**src/rtl/stopwatch_seq.sv**
```systemverilog
// stopwatch_seq: three-button stopwatch with an optional lap FIFO.
// Each raw button goes through a 2-flop synchronizer and a rising-edge detector.
// A one-hot FSM (IDLE/CLEAR/RUNNING) gates a seconds prescaler and a seconds counter.
// Optional feature macro: STOPWATCH_SEQ_LAP_EN builds the lap FIFO. Without it,
// lap_i is ignored and every lap output is tied to 0.
// Ports:
//   clk, rst_i (async, active-high)
//   start_stop_i, clear_i, lap_i      raw buttons, asynchronous to clk
//   mode_o                            one-hot mode: IDLE=100, CLEAR=010, RUNNING=001
//   time_o, tick_o                    elapsed seconds and a one-cycle increment pulse
//   lap_valid_o, lap_data_o, lap_ready_i, lap_count_o, lap_ovf_o   lap FIFO head/handshake/status
module stopwatch_seq #(
  parameter int unsigned TICKS_PER_SEC = 100,
  parameter int unsigned TIME_W        = 5,
  parameter int unsigned LAP_DEPTH     = 4
) (
  input  logic                         clk,
  input  logic                         rst_i,
  input  logic                         start_stop_i,
  input  logic                         clear_i,
  input  logic                         lap_i,
  output logic [2:0]                   mode_o,
  output logic [TIME_W-1:0]            time_o,
  output logic                         tick_o,
  output logic                         lap_valid_o,
  output logic [TIME_W-1:0]            lap_data_o,
  input  logic                         lap_ready_i,
  output logic [$clog2(LAP_DEPTH):0]   lap_count_o,
  output logic                         lap_ovf_o
);

  localparam int unsigned PSW = (TICKS_PER_SEC > 1) ? $clog2(TICKS_PER_SEC) : 1;
  localparam int unsigned CW  = $clog2(LAP_DEPTH) + 1;
  localparam int unsigned PW  = (LAP_DEPTH > 1) ? $clog2(LAP_DEPTH) : 1;

  typedef enum logic [2:0] {
    S_IDLE    = 3'b100,
    S_CLEAR   = 3'b010,
    S_RUNNING = 3'b001
  } state_t;

  state_t state_q, state_d;

  // Button conditioning: bit 0 start_stop, bit 1 clear, bit 2 lap
  logic       lap_raw;
  logic [2:0] sync1_q, sync2_q, prev_q, ev;
  logic [1:0] wu_q, wu_d;

`ifdef STOPWATCH_SEQ_LAP_EN
  assign lap_raw = lap_i;
`else
  logic unused_lap;
  assign lap_raw    = 1'b0;
  assign unused_lap = ^{lap_i, lap_ready_i, ev[2]};
`endif

  // Warm-up counter masks events until the synchronizer holds real samples,
  // so a button held through reset release never looks like a fresh press.
  assign wu_d = (wu_q == 2'd3) ? wu_q : wu_q + 2'd1;
  assign ev   = sync2_q & ~prev_q & {3{wu_q == 2'd3}};

  always_ff @(posedge clk or posedge rst_i) begin
    if (rst_i) begin
      sync1_q <= '0;
      sync2_q <= '0;
      prev_q  <= '0;
      wu_q    <= '0;
    end else begin
      sync1_q <= {lap_raw, clear_i, start_stop_i};
      sync2_q <= sync1_q;
      prev_q  <= sync2_q;
      wu_q    <= wu_d;
    end
  end

  // FSM next state; clear wins over start_stop in IDLE
  always_comb begin
    state_d = state_q;
    case (state_q)
      S_IDLE: begin
        if (ev[1])      state_d = S_CLEAR;
        else if (ev[0]) state_d = S_RUNNING;
      end
      S_CLEAR:   if (ev[0]) state_d = S_RUNNING;
      S_RUNNING: if (ev[0]) state_d = S_IDLE;
      default:   state_d = S_IDLE;
    endcase
  end

  logic enter_clear, running;
  assign enter_clear = (state_d == S_CLEAR) && (state_q != S_CLEAR);
  assign running     = (state_q == S_RUNNING);

  // Prescaler and seconds counter; prescaler holds its phase while paused
  logic [PSW-1:0]    presc_q, presc_d;
  logic [TIME_W-1:0] time_q, time_d;
  logic              tick_q, tick_d;

  always_comb begin
    presc_d = presc_q;
    time_d  = time_q;
    tick_d  = 1'b0;
    if (enter_clear) begin
      presc_d = '0;
      time_d  = '0;
    end else if (running) begin
      if (presc_q == PSW'(TICKS_PER_SEC - 1)) begin
        presc_d = '0;
        time_d  = time_q + TIME_W'(1);
        tick_d  = 1'b1;
      end else begin
        presc_d = presc_q + PSW'(1);
      end
    end
  end

  always_ff @(posedge clk or posedge rst_i) begin
    if (rst_i) begin
      state_q <= S_IDLE;
      presc_q <= '0;
      time_q  <= '0;
      tick_q  <= 1'b0;
    end else begin
      state_q <= state_d;
      presc_q <= presc_d;
      time_q  <= time_d;
      tick_q  <= tick_d;
    end
  end

  assign mode_o = state_q;
  assign time_o = time_q;
  assign tick_o = tick_q;

`ifdef STOPWATCH_SEQ_LAP_EN
  // Lap FIFO: a push while full succeeds only when a pop frees a slot the same cycle
  logic [TIME_W-1:0] mem_q [LAP_DEPTH];
  logic [PW-1:0]     wr_q, rd_q;
  logic [CW-1:0]     cnt_q;
  logic              ovf_q;
  logic              push_req, pop, full, do_push;

  assign push_req = ev[2] && running;
  assign pop      = (cnt_q != '0) && lap_ready_i;
  assign full     = (cnt_q == CW'(LAP_DEPTH));
  assign do_push  = push_req && (!full || pop);

  always_ff @(posedge clk or posedge rst_i) begin
    if (rst_i) begin
      for (int i = 0; i < int'(LAP_DEPTH); i++) mem_q[i] <= '0;
      wr_q  <= '0;
      rd_q  <= '0;
      cnt_q <= '0;
      ovf_q <= 1'b0;
    end else if (enter_clear) begin
      for (int i = 0; i < int'(LAP_DEPTH); i++) mem_q[i] <= '0;
      wr_q  <= '0;
      rd_q  <= '0;
      cnt_q <= '0;
      ovf_q <= 1'b0;
    end else begin
      if (do_push) begin
        mem_q[wr_q] <= time_q;
        wr_q        <= wr_q + PW'(1);
      end
      if (pop) rd_q <= rd_q + PW'(1);
      if (do_push && !pop)      cnt_q <= cnt_q + CW'(1);
      else if (!do_push && pop) cnt_q <= cnt_q - CW'(1);
      if (push_req && full && !pop) ovf_q <= 1'b1;
    end
  end

  assign lap_valid_o = (cnt_q != '0);
  assign lap_data_o  = mem_q[rd_q];
  assign lap_count_o = cnt_q;
  assign lap_ovf_o   = ovf_q;
`else
  assign lap_valid_o = 1'b0;
  assign lap_data_o  = '0;
  assign lap_count_o = '0;
  assign lap_ovf_o   = 1'b0;
`endif

endmodule

```
**config.mk**
```make
export PLATFORM = sky130hd
export DESIGN_NAME = stopwatch_seq
export DESIGN_NICKNAME = d
export VERILOG_FILES = /design/src/rtl/stopwatch_seq.sv
export SDC_FILE = /design/constraint.sdc
export NUM_CORES = 1
export LEC_CHECK = 0
export BUFFER_PORTS_ARGS = -buffer_cell sky130_fd_sc_hd__buf_4
export CORE_UTILIZATION = 57
export DETAILED_ROUTE_END_ITERATION = 10
export GPL_TIMING_DRIVEN = 1
export PLACE_DENSITY = 0.84
export SETUP_SLACK_MARGIN = 0.05
export SYNTH_ARGS = -nofsm -noshare
export SYNTH_HDL_FRONTEND = slang
export SYNTH_SLANG_ARGS = --single-unit
```
**constraint.sdc**
```tcl
create_clock -name clk -period 3.7 [get_ports clk]
set_input_delay 0.555 -clock clk [delete_from_list [all_inputs] [get_ports clk]]
set_output_delay 0.555 -clock clk [all_outputs]
set_load 0.02 [all_outputs]
```
# After elaboration in Yosys (flattened, before gate mapping)
# Index checks and enable logic that the tools add are counted.
[op_classes]
n_eq_ne = 7
addsub = 3
n_mux = 13
n_mul = 0
div_mod_pow = 0
shift = 0
bitwise_logic = 3
n_reduce_logical = 4
order_cmp = 0
[ops]
columns = ["cell", "count"]
rows = [
  ["$mux W7", 3],
  ["$mux W5", 3],
  ["$mux W3", 3],
  ["$pmux W3 S3", 1],
  ["$add A7 B1 Y7 const B", 1],
  ["$eq A7 B7 Y1 const B", 1],
  ["$eq A3 B2 Y1 const B", 2],
  ["$add A5 B1 Y5 const B", 1],
  ["$and A2 B2 Y2", 2],
  ["$reduce_bool A2 Y1", 2],
  ["$eq A3 B1 Y1 const B", 1],
  ["$eq A3 B3 Y1 const B", 1],
  ["$mux W1", 3],
  ["$ne A3 B2 Y1 const B", 1],
  ["$add A2 B1 Y2 const B", 1],
  ["$eq A2 B2 Y1 const B", 1],
  ["$not A2 Y2", 1],
  ["$reduce_and A2 Y1", 1],
  ["$logic_and A1 B1 Y1", 1],
]
[totals]
ram_bits = 0
elab_cells = 38
n_memories = 0
romBits = 0
register_bits = 24
output_inout_bits = 19
latchBits = 0
input_bits = 6

# Depth between registers and ports, before layout
# Gate-level depths: netlist (run 1).
[logic_depth]
word_depth = 10
mapped_depth = 4
depth_no_buf = 4

# Worst setup path before layout (run 1)
# Ideal clock, no wire load.
[synth_path]
kind = "register -> register"
from = "register state_q[1] (netlist: mode_o[1])"
to = "register presc_q[6]"
setup_slack_ps = 1905
arrival_time_ps = 1701
n_path_buf = 1
required_time_ps = 3606
stages_incl_launch_ff = 5
setup_time_ps = 94
synth_period_minus_slack_ps = 1795
path_cell_list = "dfrtp_1 > or3b_1 > buf_6 > or4_1 > a211oi_1"
[synth_between]
elab_chain_len = 6
elab_cells_between_ends = 12
cone_classes = "5 x eq/ne; 5 x mux; 2 x reduce/logical"
[synth_rtl]
columns = ["element", "line_no", "rtl"]
rows = [
  ["start: declaration", "42", "state_t state_q, state_d;"],
  ["start signal: assignment", "124", "state_q <= state_d;"],
  ["$mux W3", "82, 84", ""],
  ["$mux W3", "81", "if (ev[1]) state_d = S_CLEAR;"],
  ["$pmux W3 S3", "79", "case (state_q)"],
  ["$eq A3 B2 Y1", "91", "assign enter_clear = (state_d == S_CLEAR) && (state_q != S_CLEAR);"],
  ["$logic_and A1 B1 Y1", "91", ""],
  ["$mux W7 or $reduce_bool A2 Y1 (tied branches)", "-", ""],
  ["end signal: assignment", "125", "presc_q <= presc_d;"],
  ["end: declaration", "95", "logic [PSW-1:0] presc_q, presc_d;"],
]
# Several ways; a longest one is shown, not always the timed one.
# A chain may end at the register's enable or synchronous reset.

# Worst setup path in the final report (run 1)
[layout_path]
from = "register presc_q[2]"
to = "register time_q[2] (netlist: time_o[2])"
[layout_between]
elab_chain_len = 3
[layout_rtl]
columns = ["element", "line_no", "rtl"]
rows = [
  ["$eq A7 B7 Y1", "107", "if (presc_q == PSW'(TICKS_PER_SEC - 1)) begin"],
  ["$reduce_bool A2 Y1 (no line)", "-", ""],
  ["$reduce_and A2 Y1 (no line)", "-", ""],
  ["end signal: assignment", "126", "time_q <= time_d;"],
  ["end: declaration", "96", "logic [TIME_W-1:0] time_q, time_d;"],
]
# No other way between the ends.

==> results of run 1 <==
-- sequential cells by signal, indices dropped and copies added (netlist names) --
| register | cells |
|---|---|
| sync2_q | 2 |
| tick_o | 1 |
| prev_q | 2 |
| presc_q | 7 |
| wu_q | 2 |
| mode_o | 3 |
| sync1_q | 2 |
| time_o | 5 |
-- routing by layer --
layer  vias to the layer above  routed length [µm]  global-route usage, %
met5                         -                   0                      0
met3                         4                  51                  3.396
met1                       422                 999                  26.04
li1                        398                   -                      -
met2                        19                 997                  32.05
met4                         0                  31                  11.67
-- metrics by stage --
step / power, W / std cells / area (µm²)
final: 0.0005608 / 145 / 1275
after global routing: 0.0005867 / 145 / 1275
after CTS: 0.0005625 / 145 / 1275
after detailed placement: 0.0004479 / 141 / 1249
after global placement: 0.0004415 / 141 / 1249
after floorplan: 0.0004172 / 115 / 1222
-- cell usage in the layout (no fill, tap or decap), types with 3 or more instances in the layout --
cell	Yosys	layout
dfrtp_1	23	23
buf_4	11	12
conb_1	1	10
o21ai_0	7	7
nand2_1	5	5
mux2i_1	5	5
a21oi_1	5	5
nand3_1	4	4
o31ai_1	4	4
inv_1	3	3
o211ai_1	3	3
a211oi_1	3	3
ha_1	3	3
clkbuf_4	0	3
-- logic make-up (layout without fill, tap and decap cells) --
kind of cell,after synthesis,in the layout,share of synthesized area [%]
muxes,6,6,5.158
AOI/OAI and AO/OA,26,26,14.00
buffers and inverters,16,19,9.158
adders and majority gates,3,3,3.158
other,1,10,0.3155
xor gates and xnor gates,1,1,0.7370
and+or+nand+nor,29,29,16.84
DFF,24,24,50.63
-- power by group through the flow --
stage                     sequential [W]  clock, W  combinational [W]
final                           0.000317  0.000116           0.000128
after global routing            0.000319  0.000126           0.000141
after CTS                       0.000316  0.000120           0.000127
after detailed placement        0.000321         0           0.000127
after global placement          0.000318         0           0.000123
after floorplan                 0.000328         0          0.0000896
-- Yosys cell counts (2+ instances only) --
| cell type | instances |
|---|---|
| dfrtp_1 | 23 |
| buf_4 | 11 |
| o21ai_0 | 7 |
| a21oi_1 | 5 |
| mux2i_1 | 5 |
| nand2_1 | 5 |
| nand3_1 | 4 |
| o31ai_1 | 4 |
| a211oi_1 | 3 |
| ha_1 | 3 |
| inv_1 | 3 |
| o211ai_1 | 3 |
| nand3b_1 | 2 |
| nor2_1 | 2 |
| nor3b_1 | 2 |
| nor4_1 | 2 |
| o21bai_1 | 2 |
| or3_1 | 2 |
| or4_1 | 2 |
-- cell type report --
| class | instances | area [µm²] | area share [%] |
|---|---|---|---|
| Timing Repair Buffer | 12 | 90.09 | 7.066 |
| Sequential cell | 24 | 601.8 | 47.20 |
| Inverter | 3 | 11.26 | 0.8832 |
| Multi-Input combinational cell | 75 | 511.7 | 40.14 |
| Clock buffer | 4 | 26.28 | 2.061 |
| Tap cell | 27 | 33.78 | 2.650 |
-- worst max-delay path, stage by stage (launching register included) --
cell and delay (ps):
dfrtp_1 470, or4b_1 730, or4_4 550, a21oi_2 140
-- final timing paths --
path / end / slack (ps) / depth (start not counted)
setup reg to reg: time_o[2] / 1760 / 3
setup / recovery: time_o[2] / 1760 / 3
max in group asynchronous: prev_q[1] / 2710 / 2
min in group asynchronous: time_o[2] / 420 / 2
hold reg to reg: sync2_q[0] / 360 / 0
hold / removal: sync1_q[0] / 350 / 1
==> flow_summary.yaml, run 1 <==
status:
  status: "finished clean"
setup_path:
  cp-start-kind: "flip-flop"
  worstPathRequired_ps: 3960
  critPathKind: "flip-flop to flip-flop"
  arrival_ps: 2200
  crit_start: "presc_q[2]"
  critPathMaxFanout: 8
  r2r_start: "presc_q[2]"
  critPathCaptureType: "flip-flop"
synth:
  ys_seq_area_share_pct: 50.63
  synth_area_um2: 1189
  synth_cells: 106
  yosys.area.top_type: "dfrtp_1"
  ys_warn_count: 0
  synth_top_cell_area_share_pct: 48.42
  synth_edf_count: 0
  ys_async_sr_fraction_pct: 100.0
  avgSynthCellArea_um2: 11.21
  synthDistinctLibCells: 35
  netlist_top_cells_area: "dfrtp_1, buf_4, mux2i_1"
  ys_ff_latch: 24
  yosys_most_used_dff: "dfrtp_1"
clock_tree:
  cts_buffer_depth: 2
  clkSinkCount: 24
  cts_tree: "built"
  hold_buffers: 0
  post_cts_buffers: 0
  clk_latency_ps: 310
  numCtsBuffers: 3
  h-tree-depth: 1
  cts.clk_slew.worst_paths_ps: 130
  ctsResizeCount: 0
  cts-root-buf: "clkbuf_4"
power:
  p_leak_nw: 0.5579
  p_sw_w: 0.0001855
  clkPwrFrac_pct: 20.7
  p_int_w: 0.0003753
  powerDensity_nw_per_um2: 439.9
  ir_worst_vdd_mv: 0.3095
  swShare_pct: 33.08
  combinationalPowerShare_pct: 22.8
  pwr-share-seq_pct: 56.5
grt:
  antenna_found_initial: 0
  grt.total_usage_pct: 20.13
  grt_pass1_wl_um: 3091
  grt_max_degree: 25
  grt.overflow.total: 0
  grt_pass1_vias: 714
sta:
  setup_viol: 0
  rsz0062_at_grt: "false"
  min_period_ps: 1940
  max-slew-margin-rel_pct: 39.36
  finalWorstSetupSlack_ps: 1760
  holdWs_ps: 352.0
  finalCritPeriodShare_pct: 52.43
  finClkSkew_ps: 16.94
  clock.fmax_mhz: 515.5
  finalHoldViolCount: 0
  slew_viol_final: 0
  tns_ps: 0
  worstMarginPinSlew_ps: 908.6
job:
  max_cap_viol_count: 0
routing:
  routed_wl_um: 2079
  wl_per_cell_um: 14.34
  dr.pass1.iters: 5
  vias: 843
  drt_iter0_drc: 7
  ant_nets: 0
  vias_per_cell: 5.814
  drc: 0
cells_and_area:
  diodes: 0
  area_delta_synth_final_pct: 7.263
  drive_above_1_share_pct: 17.80
  nets: 128
  final.fill_count: 157
  utilization_pct: 64.99
floorplanning:
  start_util_pct: 60.59
  die_y_um: 47.67
  num_io_pins: 25
  die_area_um2: 2272
  row_count: 16
  core-area_um2: 1962
  dieWidth_um: 47.67
min_path:
  hold_start: "start_stop_i"
  holdCritPathClass: "input pin to flip-flop"
placement:
  hpwl_um: 1456
  portBuffers: 12
  finalWeightedCongestion: 0.7328
  dp_worst_setup_slack_ps: 1800
Note: power is estimated with default switching activity, not from simulation.
==> inputs of run 2 (changes only) <==
- CORE_UTILIZATION: 57 -> 47
- PLACE_DENSITY: 0.84 -> 0.74
- clock period: 3.7 -> 1.73 ns (I/O delays scaled with it)
==> flow_summary.yaml, run 2 (same netlist as run 1, synthesis figures left out) <==
sta:
  finalWorstSetupSlack_ps: 39.76
  rsz0062_at_grt: "true"
  holdWs_ps: 48.67
  min_period_ps: 1690
  slew_viol_final: 0
  finalCritPeriodShare_pct: 97.70
  finClkSkew_ps: 3.031
  finalHoldViolCount: 0
  setup_viol: 0
  clock.fmax_mhz: 591.6
setup_path:
  crit_path_cell_trace: "ha_4 -> or4bb_4 -> or4_4 -> a21oi_2"
  crit_slowest_cell: "or4_4"
  worstPathRequired_ps: 1980
  critPathMaxFanout: 4
  reg2regPathDepth: 4
  cp_slowest_stage_delay_ps: 490
  critPathKind: "flip-flop to flip-flop"
  critPathCaptureType: "flip-flop"
  cp-start-kind: "flip-flop"
  arrival_ps: 1940
routing:
  drt_iter0_drc: 19
  ant_nets: 0
  wl_per_cell_um: 14.35
  dr.pass1.iters: 4
  routed_wl_um: 2339
  drc: 0
  vias: 925
  vias_per_cell: 5.675
floorplanning:
  core-area_um2: 2297
  row_count: 17
  dieWidth_um: 52.29
  start_util_pct: 51.74
  die_area_um2: 2734
  num_io_pins: 25
  die_y_um: 52.29
placement:
  hpwl_um: 1648
  dp_worst_setup_slack_ps: -3.324
  finalWeightedCongestion: 0.8517
  placedCellCount: 153
  portBuffers: 12
  placed_area_um2: 1358
power:
  swShare_pct: 30.32
  clkPwrFrac_pct: 27.4
  p_int_w: 0.001013
  p_leak_nw: 0.6537
  p_sw_w: 0.0004409
  combinationalPowerShare_pct: 26.5
  powerDensity_nw_per_um2: 970.2
  pwr-share-seq_pct: 46.1
  ir_worst_vdd_mv: 0.8369
cells_and_area:
  diodes: 0
  largest_register_ff_count: 7
  utilization_pct: 65.25
  drive_above_1_share_pct: 39.26
  area_delta_synth_final_pct: 26.11
  nets: 145
  final.fill_count: 180
  final_cells: 163
  finalInstanceArea_um2: 1499
  layout_common_cells: "buf_4, dfrtp_1, conb_1"
  regMostFlops: "presc_q"
  final_common_cell: "buf_4"
grt:
  antenna_found_initial: 0
  grt_pass1_wl_um: 3684
  grt_max_degree: 25
  grt.total_usage_pct: 18.82
  grt.overflow.total: 0
  grt_pass1_vias: 842
clock_tree:
  cts_tree: "built"
  cts.clk_slew.worst_paths_ps: 130
  cts_buffer_depth: 2
  clkSinkCount: 24
  cts-root-buf: "clkbuf_4"
  numCtsBuffers: 3
  h-tree-depth: 1
  clk_latency_ps: 310
min_path:
  holdCritPathClass: "input pin to flip-flop"
  hold_depth: 1
status:
  status: "finished clean"
job:
  max_cap_viol_count: 0
[run 2: cell types whose count changed in the layout (fill, tap and decap cells not counted), moves of 2 or more]
cell and delta:
nor4_1 -2, nor4_2 +2, dfrtp_2 +4, buf_4 +16, dfrtp_1 -4, or3b_4 +2
[run 2: worst max-delay path: cells and delay by family (launching register included)]
kind | cells | cell delay (ps)
AOI/OAI and AO/OA | 1 | 120
adders and majority gates | 1 | 140
DFF | 1 | 430
and+or+nand+nor | 2 | 940
[run 2: what timing repair did]
item                                    CTS  global route
hold buffers                              1             0
setup buffers                             2             3
pin swaps                                 1             6
endpoints found under the setup margin    6             9
hold endpoints to repair                 23             0
resized for setup                         5             5
[run 2: path summary, 6_finish.rpt]
kind	slack, ps	end	start
setup reg to reg	40	time_o[2]	time_o[1]
hold / removal	50	sync1_q[1]	clear_i
min in group asynchronous	540	wu_q[0]	rst_i
setup / recovery	40	time_o[2]	time_o[1]
hold reg to reg	360	sync2_q[0]	sync1_q[0]
max in group asynchronous	910	mode_o[2]	rst_i
[run 2: layout make-up]
| type | instances | area, µm² | share of cell area [%] |
|---|---|---|---|
| timing repair buffer | 29 | 220.2 | 14.69 |
| multi-input combinational | 75 | 573.1 | 38.23 |
| clock inverter | 1 | 30.03 | 2.003 |
| inverter | 3 | 11.26 | 0.7513 |
| tap | 28 | 35.03 | 2.337 |
| sequential | 24 | 606.8 | 40.48 |
| clock buffer | 3 | 22.52 | 1.503 |
[run 2: power groups by stage]
stage	sequential [W]	clock, W	combinational [W]
after floorplan	0.000704	0	0.000204
after global placement	0.000673	0	0.000320
after detailed placement	0.000678	0	0.000334
after CTS	0.000665	0.000404	0.000365
after global routing	0.000673	0.000419	0.000416
final	0.000670	0.000399	0.000386
[run 2: per-stage QoR]
stage	setup TNS, ps	power (W)
after floorplan	0	0.0009072
after global placement	0	0.0009936
after detailed placement	-3.324	0.001013
after CTS	0	0.001434
after global routing	0	0.001508
final	0	0.001454
[run 2: per-layer routing]
metal | vias to the layer above | routed length [µm] | GRT usage (%) | part of all wire [%]
li1 | 431 | - | - | -
met1 | 454 | 1033 | 24.33 | 44
met2 | 34 | 1160 | 32.28 | 50
met3 | 6 | 106 | 2.609 | 4.5
met4 | 0 | 38 | 6.140 | 1.6
met5 | - | 0 | 0 | 0
